===== src/rtl/wo_pulse_reg_bank.sv =====
// Bank of write-only command registers: an accepted write drives its value on
// that register's output slice for PULSE_CYC cycles, then the slice returns to DEFAULT_VAL.
module wo_pulse_reg_bank #(
   parameter int unsigned   DW                   = 8,
   parameter int unsigned   AW                   = 8,
   parameter int unsigned   NUM_REG              = 4,
   parameter logic [AW-1:0] BASE_ADDR            = '0,
   parameter logic [DW-1:0] DEFAULT_VAL          = '0,
   parameter int unsigned   PULSE_CYC            = 1,
   parameter bit            RETRIG               = 1'b1,
   parameter bit            SUPPORT_TEST_MODE_WR = 1'b1,
   parameter bit            SUPPORT_CFG_MODE_WR  = 1'b1,
   parameter bit            SUPPORT_SPI_EN_WR    = 1'b1,
   parameter bit            SUPPORT_EFUSE_WR     = 1'b1
) (
   input  logic                  i_clk,
   input  logic                  i_rst_n,
   input  logic                  i_wen,
   input  logic                  i_test_st_reg_en,
   input  logic                  i_cfg_st_reg_en,
   input  logic                  i_spi_ctrl_reg_en,
   input  logic                  i_efuse_ctrl_reg_en,
   input  logic [AW-1:0]         i_addr,
   input  logic [DW-1:0]         i_wdata,
   output logic [DW-1:0]         o_rdata,
   output logic [NUM_REG*DW-1:0] o_reg_data,
   output logic [NUM_REG-1:0]    o_busy,
   output logic                  o_wr_ack,
   output logic                  o_wr_drop
);

   localparam int unsigned CW = $clog2(PULSE_CYC + 1);
   localparam longint unsigned LAST_ADDR = 64'(BASE_ADDR) + 64'(NUM_REG) - 64'd1;
   localparam longint unsigned MAX_ADDR  = (64'd1 << AW) - 64'd1;

   if (NUM_REG < 1 || PULSE_CYC < 1) begin : g_bad_size
      $error("wo_pulse_reg_bank: NUM_REG and PULSE_CYC must both be >= 1");
   end
   if (LAST_ADDR > MAX_ADDR) begin : g_bad_base
      $error("wo_pulse_reg_bank: register bank runs past the top of the address space");
   end

   logic               mode_ok;
   logic [NUM_REG-1:0] acc_vec;
   logic [NUM_REG-1:0] drop_vec;
   logic               wr_ack_q;
   logic               wr_drop_q;

   assign mode_ok = (i_test_st_reg_en    & SUPPORT_TEST_MODE_WR) |
                    (i_cfg_st_reg_en     & SUPPORT_CFG_MODE_WR)  |
                    (i_spi_ctrl_reg_en   & SUPPORT_SPI_EN_WR)    |
                    (i_efuse_ctrl_reg_en & SUPPORT_EFUSE_WR);

   for (genvar k = 0; k < NUM_REG; k++) begin : g_reg
      localparam logic [AW-1:0] REG_ADDR = AW'(64'(BASE_ADDR) + 64'(k));

      logic [DW-1:0] data_q, data_d;
      logic [CW-1:0] cnt_q, cnt_d;
      logic          req;
      logic          busy;

      assign req         = i_wen & mode_ok & (i_addr == REG_ADDR);
      assign busy        = (cnt_q != '0);
      assign acc_vec[k]  = req & (~busy | RETRIG);
      assign drop_vec[k] = req & busy & ~RETRIG;

      // A dropped write leaves the running pulse to count down untouched.
      always_comb begin
         data_d = data_q;
         cnt_d  = cnt_q;
         if (acc_vec[k]) begin
            data_d = i_wdata;
            cnt_d  = CW'(PULSE_CYC);
         end else if (busy) begin
            cnt_d = cnt_q - CW'(1);
            if (cnt_q == CW'(1)) begin
               data_d = DEFAULT_VAL;
            end
         end
      end

      always_ff @(posedge i_clk) begin
         if (!i_rst_n) begin
            data_q <= DEFAULT_VAL;
            cnt_q  <= '0;
         end else begin
            data_q <= data_d;
            cnt_q  <= cnt_d;
         end
      end

      assign o_reg_data[k*DW +: DW] = data_q;
      assign o_busy[k]              = busy;
   end

   always_ff @(posedge i_clk) begin
      if (!i_rst_n) begin
         wr_ack_q  <= 1'b0;
         wr_drop_q <= 1'b0;
      end else begin
         wr_ack_q  <= |acc_vec;
         wr_drop_q <= |drop_vec;
      end
   end

   assign o_wr_ack  = wr_ack_q;
   assign o_wr_drop = wr_drop_q;
   assign o_rdata   = '0;

endmodule


===== config.mk =====
export PLATFORM = sky130hd
export DESIGN_NAME = wo_pulse_reg_bank
export DESIGN_NICKNAME = d
export VERILOG_FILES = /design/src/rtl/wo_pulse_reg_bank.sv
export SDC_FILE = /design/constraint.sdc
export NUM_CORES = 1
export LEC_CHECK = 0
export BUFFER_PORTS_ARGS = -buffer_cell sky130_fd_sc_hd__clkbuf_2
export CORE_MARGIN = 2
export CORE_UTILIZATION = 45
export CTS_CLUSTER_DIAMETER = 30
export DETAILED_ROUTE_END_ITERATION = 7
export HOLD_SLACK_MARGIN = 0.15
export PLACE_DENSITY = 0.88
export SETUP_SLACK_MARGIN = 0.02
export SLEW_MARGIN = 20
export SYNTH_ARGS = -nofsm -noshare
export SYNTH_HDL_FRONTEND = slang
export SYNTH_SLANG_ARGS = --single-unit

===== constraint.sdc =====
create_clock -name i_clk -period 2.1 [get_ports i_clk]
set_input_delay 0.42 -clock i_clk [delete_from_list [all_inputs] [get_ports i_clk]]
set_output_delay 0.42 -clock i_clk [all_outputs]
set_load 0.05 [all_outputs]

# Yosys cells after proc, flatten, opt, wreduce, memory -nomap -nowiden
# Cells that the tools add are included.
[classes]
n_div = 0
n_reduce_logical = 6
n_mux = 16
addsub = 4
eq_ne = 3
magnitude_cmp = 0
mul = 0
shift = 0
n_bitwise = 8
[ops]
columns = ["cell", "count"]
rows = [
  ["$mux 8", 8],
  ["$eq 8x2->1 const B", 2],
  ["$eq 8x1->1 const B", 1],
  ["$logic_not 8->1", 1],
  ["$mux 1", 8],
  ["$reduce_bool 2->1", 4],
  ["$and 1x1->1", 5],
  ["$reduce_or 4->1", 1],
  ["$sub 1x1->1 const B", 4],
  ["$or 1x1->1", 3],
]
[totals]
rom_bits = 0
word_cells = 46
latchBits = 0
ramBits = 0
output_inout_bits = 46
regBits = 37
mem_count = 0
in_bits = 23

# Longest topological paths before layout
[depth]
ltp_word = 6
ltp_mapped = 4
ltp_nobuf = 3

# Least setup slack after synthesis
# Ideal clock, no wire load.
[synth_timing]
path_kind = "input port to flip-flop"
startpoint = "input i_cfg_st_reg_en"
endpoint = "register g_reg[2].data_q[0]"
t_required_ns = 1.983
n_path_buf = 0
stages = 3
arrival_time_ns = 1.524
setup_ns = 0.117
path_slack_ns = 0.459
path_cell_list = "o41ai_1 > nor4_4 > a22o_1"
[synth_via]
elab_chain_len = 6
elab_cells_between_ends = 7
classes_between = "1 x mux; 5 x bitwise; 1 x reduce/logical"
[synth_lines]
columns = ["item", "line_no", "source"]
rows = [
  ["start, declared", "20", "input logic i_cfg_st_reg_en,"],
  ["$or 1x1->1 (*)", "49", "assign mode_ok = (i_test_st_reg_en & SUPPORT_TEST_MODE_WR) |"],
  ["$or 1x1->1 (*)", "50", "(i_cfg_st_reg_en & SUPPORT_CFG_MODE_WR) |"],
  ["$or 1x1->1 (*)", "51", "(i_spi_ctrl_reg_en & SUPPORT_SPI_EN_WR) |"],
  ["$and 1x1->1 (*) (2 in a row)", "62", "assign req = i_wen & mode_ok & (i_addr == REG_ADDR);"],
  ["$mux 8 / $reduce_bool 2->1 (equally long branches)", "n/a", ""],
  ["end signal, assigned", "87", "data_q <= data_d;"],
  ["end, declared", "57", "logic [DW-1:0] data_q, data_d;"],
]
# Mark *: on every way between the ends. The rest lies on a longest branch, timed or not.
# A chain may end at the register's enable or synchronous reset.

# Final worst setup path
[layout_timing]
startpoint = "input i_addr[5]"
endpoint = "register g_reg[2].data_q[4]"
[layout_via]
elab_chain_len = 3
elab_cells_between_ends = 4
classes_between = "1 x eq/ne; 1 x mux; 1 x bitwise; 1 x reduce/logical"
[layout_lines]
columns = ["item", "line_no", "source"]
rows = [
  ["start, declared", "23", "input logic [AW-1:0] i_addr,"],
  ["$eq 8x2->1 (*)", "62", ""],
  ["$and 1x1->1 (*)", "62", ""],
  ["$mux 8 / $reduce_bool 2->1 (equally long branches)", "n/a", ""],
]
# Marks and branches as above.

==> flow_summary.toml <==
[yosys]
synth-async-reset-ratio_pct = 0
netlist_area_sq_um = 1450
synth_seq_cells = 37
yosysMostFrequentCell = "dfxtp_1"
avgSynthCellArea_sq_um = 10.8
synth_area_leaders = "dfxtp_1 (51%), a22o_1 (9.6%), o32ai_1 (9.6%), buf_4 (6.7%), inv_1 (6.5%)"
syn_inst = 135
synthTopCellsByCount = "dfxtp_1 (37), inv_1 (25), a22o_1 (16), o32ai_1 (16), buf_4 (13)"
synth-edff-count = 0
synth.top_cell.area_share_pct = 50.9
yosysTopAreaCell = "dfxtp_1"
yosys_warnings = 0
synth-main-ff-cell = "dfxtp_1"
synth_cell_types = 24
ys_seq_area_share_pct = 50.9

[floorplan]
die_area_sq_um = 3700
die-height_microns = 60.8
start_util_pct = 47.6
rows = 20
fp.dieW_microns = 60.8
coreArea_sq_um = 3050
io_pins = 69

[pwr]
p_int_mw = 0.865
pwr-share-comb_pct = 10.0
p_switching_mw = 0.334
ir_worst_vdd_mv = 0.389
switching_share_pct = 27.9
p_seq_share_pct = 58.6
p_per_area_nw_per_um2 = 668
leakagePower_nw = 0.806
pwr-share-clk_pct = 31.4
power.total_mw = 1.20

[setup_path]
end_kind = "flip-flop"
arrival_ns = 1.98
r2r_slack_ns = 0.76
crit_fanout = 8
worst_setup_path_start_kind = "primary input"
critPathKind = "in2reg"
cp.required_ns = 2.34

[timing]
finalHoldWorstSlack_ns = 0.312
period_needed_ns = 1.74
fin_ws_ns = 0.356
hold_viol_final = 0
worst_slew_pin_slew_ns = 0.744
setup_violations = 0
fin_skew_ns = 0.0115
timing.final.crit_share_pct = 83.0
slew_headroom_pct = 49.8
timing.fmax_mhz = 574
rsz0062_at_grt = "false"
finalSetupTns_ns = 0
drv_slew = 0

[detailed_routing]
drtPass1Iterations = 4
drt_iter0_markers = 44
final_antenna_net_count = 0
wire_per_inst_microns = 13.3
drc = 0
vias_per_cell = 5.09
vias = 1221
totalWireLength_microns = 3200

[clocking]
cts.htree.levels = 2
cts_buffers = 5
clockBufferDepth = 2
cts-root-buf = "clkbuf_4"
clk_latency_ns = 0.34
tritoncts = "built"
cts_sinks = 37
cts_resized = 0
clk_pin_slew_worst_paths_ns = 0.12
cts_setup_buffers = 0
hold_buffers = 0

[layout]
multiInputGateArea_sq_um = 543
antenna_cells = 0
finish.utilization_pct = 58.8
fillers = 278
regArea_sq_um = 741
area_delta_synth_final_pct = 23.4
fin_nets = 218
drive_gt1_share_pct = 38.3

[grt]
grt_pass1_wl_microns = 4820
grt.total_usage_pct = 17.9
grt-ovfl-total = 0
grt_max_degree = 19
antenna_found_initial = 0
grt_pass1_vias = 1079

[place]
dp_worst_setup_slack_ns = 0.0119
globalplace.congestion = 0.757
port_buffers = 59
dpl.hpwl_microns = 2470

[flow_run]
cap_violations = 0

[status]
status = "complete, no violations"

[worst_hold_path]
min_path_type = "in2reg"
[metal layers]
metal | part of all wire, % | track usage, % | wire [microns]
met5 | 0 | 0 | 0
met4 | 1.4 | 6.83 | 44
met1 | 45 | 22.3 | 1450
met2 | 49 | 28.9 | 1560
met3 | 4.5 | 5.76 | 145
[power by group through the flow]
stage	clock network (mW)	logic [mW]	registers, mW
after floorplan	0	0.0836	0.721
after global placement	0	0.116	0.719
after detailed placement	0	0.118	0.719
after CTS	0.380	0.119	0.703
after global routing	0.418	0.128	0.703
final	0.376	0.119	0.703
[cell type report]
| class | count | share of cell area, % |
|---|---|---|
| Clock buffer | 5 | 2.09 |
| Clock inverter | 3 | 1.19 |
| Inverter | 25 | 5.23 |
| Multi-Input combinational cell | 66 | 30.3 |
| Sequential cell | 37 | 41.3 |
| Tap cell | 44 | 3.07 |
| Timing Repair Buffer | 60 | 16.9 |
[critical path: stages]
cell and delay, ns:
clkbuf_2 0.09, nor4_2 0.61, a41oi_1 0.50, a22o_1 0.36
[sequential cells by signal, indices dropped and copies added, names as in the netlist]
signal	cells
o_wr_ack	1
g.busy	4
g.data_q	32
[logic make-up (layout without fill, tap and decap cells)]
| group | Yosys count | after routing | synth area share, % |
|---|---|---|---|
| buffers and inverters | 40 | 93 | 13.8 |
| and+or+nand+nor | 19 | 19 | 11.8 |
| other | 1 | 9 | 0.258 |
| DFF | 37 | 37 | 50.9 |
| AOI/OAI and AO/OA | 38 | 38 | 23.2 |
[path summary, 6_finish.rpt]
kind	start	end	cells after the start
worst max-delay path	i_addr[5]	g_reg[2].data_q[4]$_SDFFE_PN0P_	4
worst max register to register	g_reg[2].busy$_SDFF_PN0_	g_reg[2].data_q[4]$_SDFFE_PN0P_	3
worst min register to register	g_reg[1].data_q[0]$_SDFFE_PN0P_	g_reg[1].data_q[0]$_SDFFE_PN0P_	2
worst min-delay path	i_wdata[7]	g_reg[2].data_q[7]$_SDFFE_PN0P_	2
[placed cells by master (no fill, tap or decap), drive strengths merged]
cell type / instances
nor3b: 1
inv: 26
nor2: 3
clkinv: 1
buf: 1
conb: 9
a22o: 16
a41oi: 2
and4: 1
or4: 2
o41a: 1
nor2b: 1
dfxtp: 37
o32ai: 16
clkbuf: 64
nand4bb: 1
a41o: 2
nand2b: 4
clkinvlp: 1
nand3: 1
nor4: 3
o41ai: 1
nand2: 2
[per-stage QoR]
stage / instance area [sq um] / std cells
after global routing: 1790 / 240
final: 1790 / 240
after detailed placement: 1740 / 232
after CTS: 1790 / 240
after floorplan: 1480 / 143
after global placement: 1740 / 232
Power figures use the tool's default switching activity.
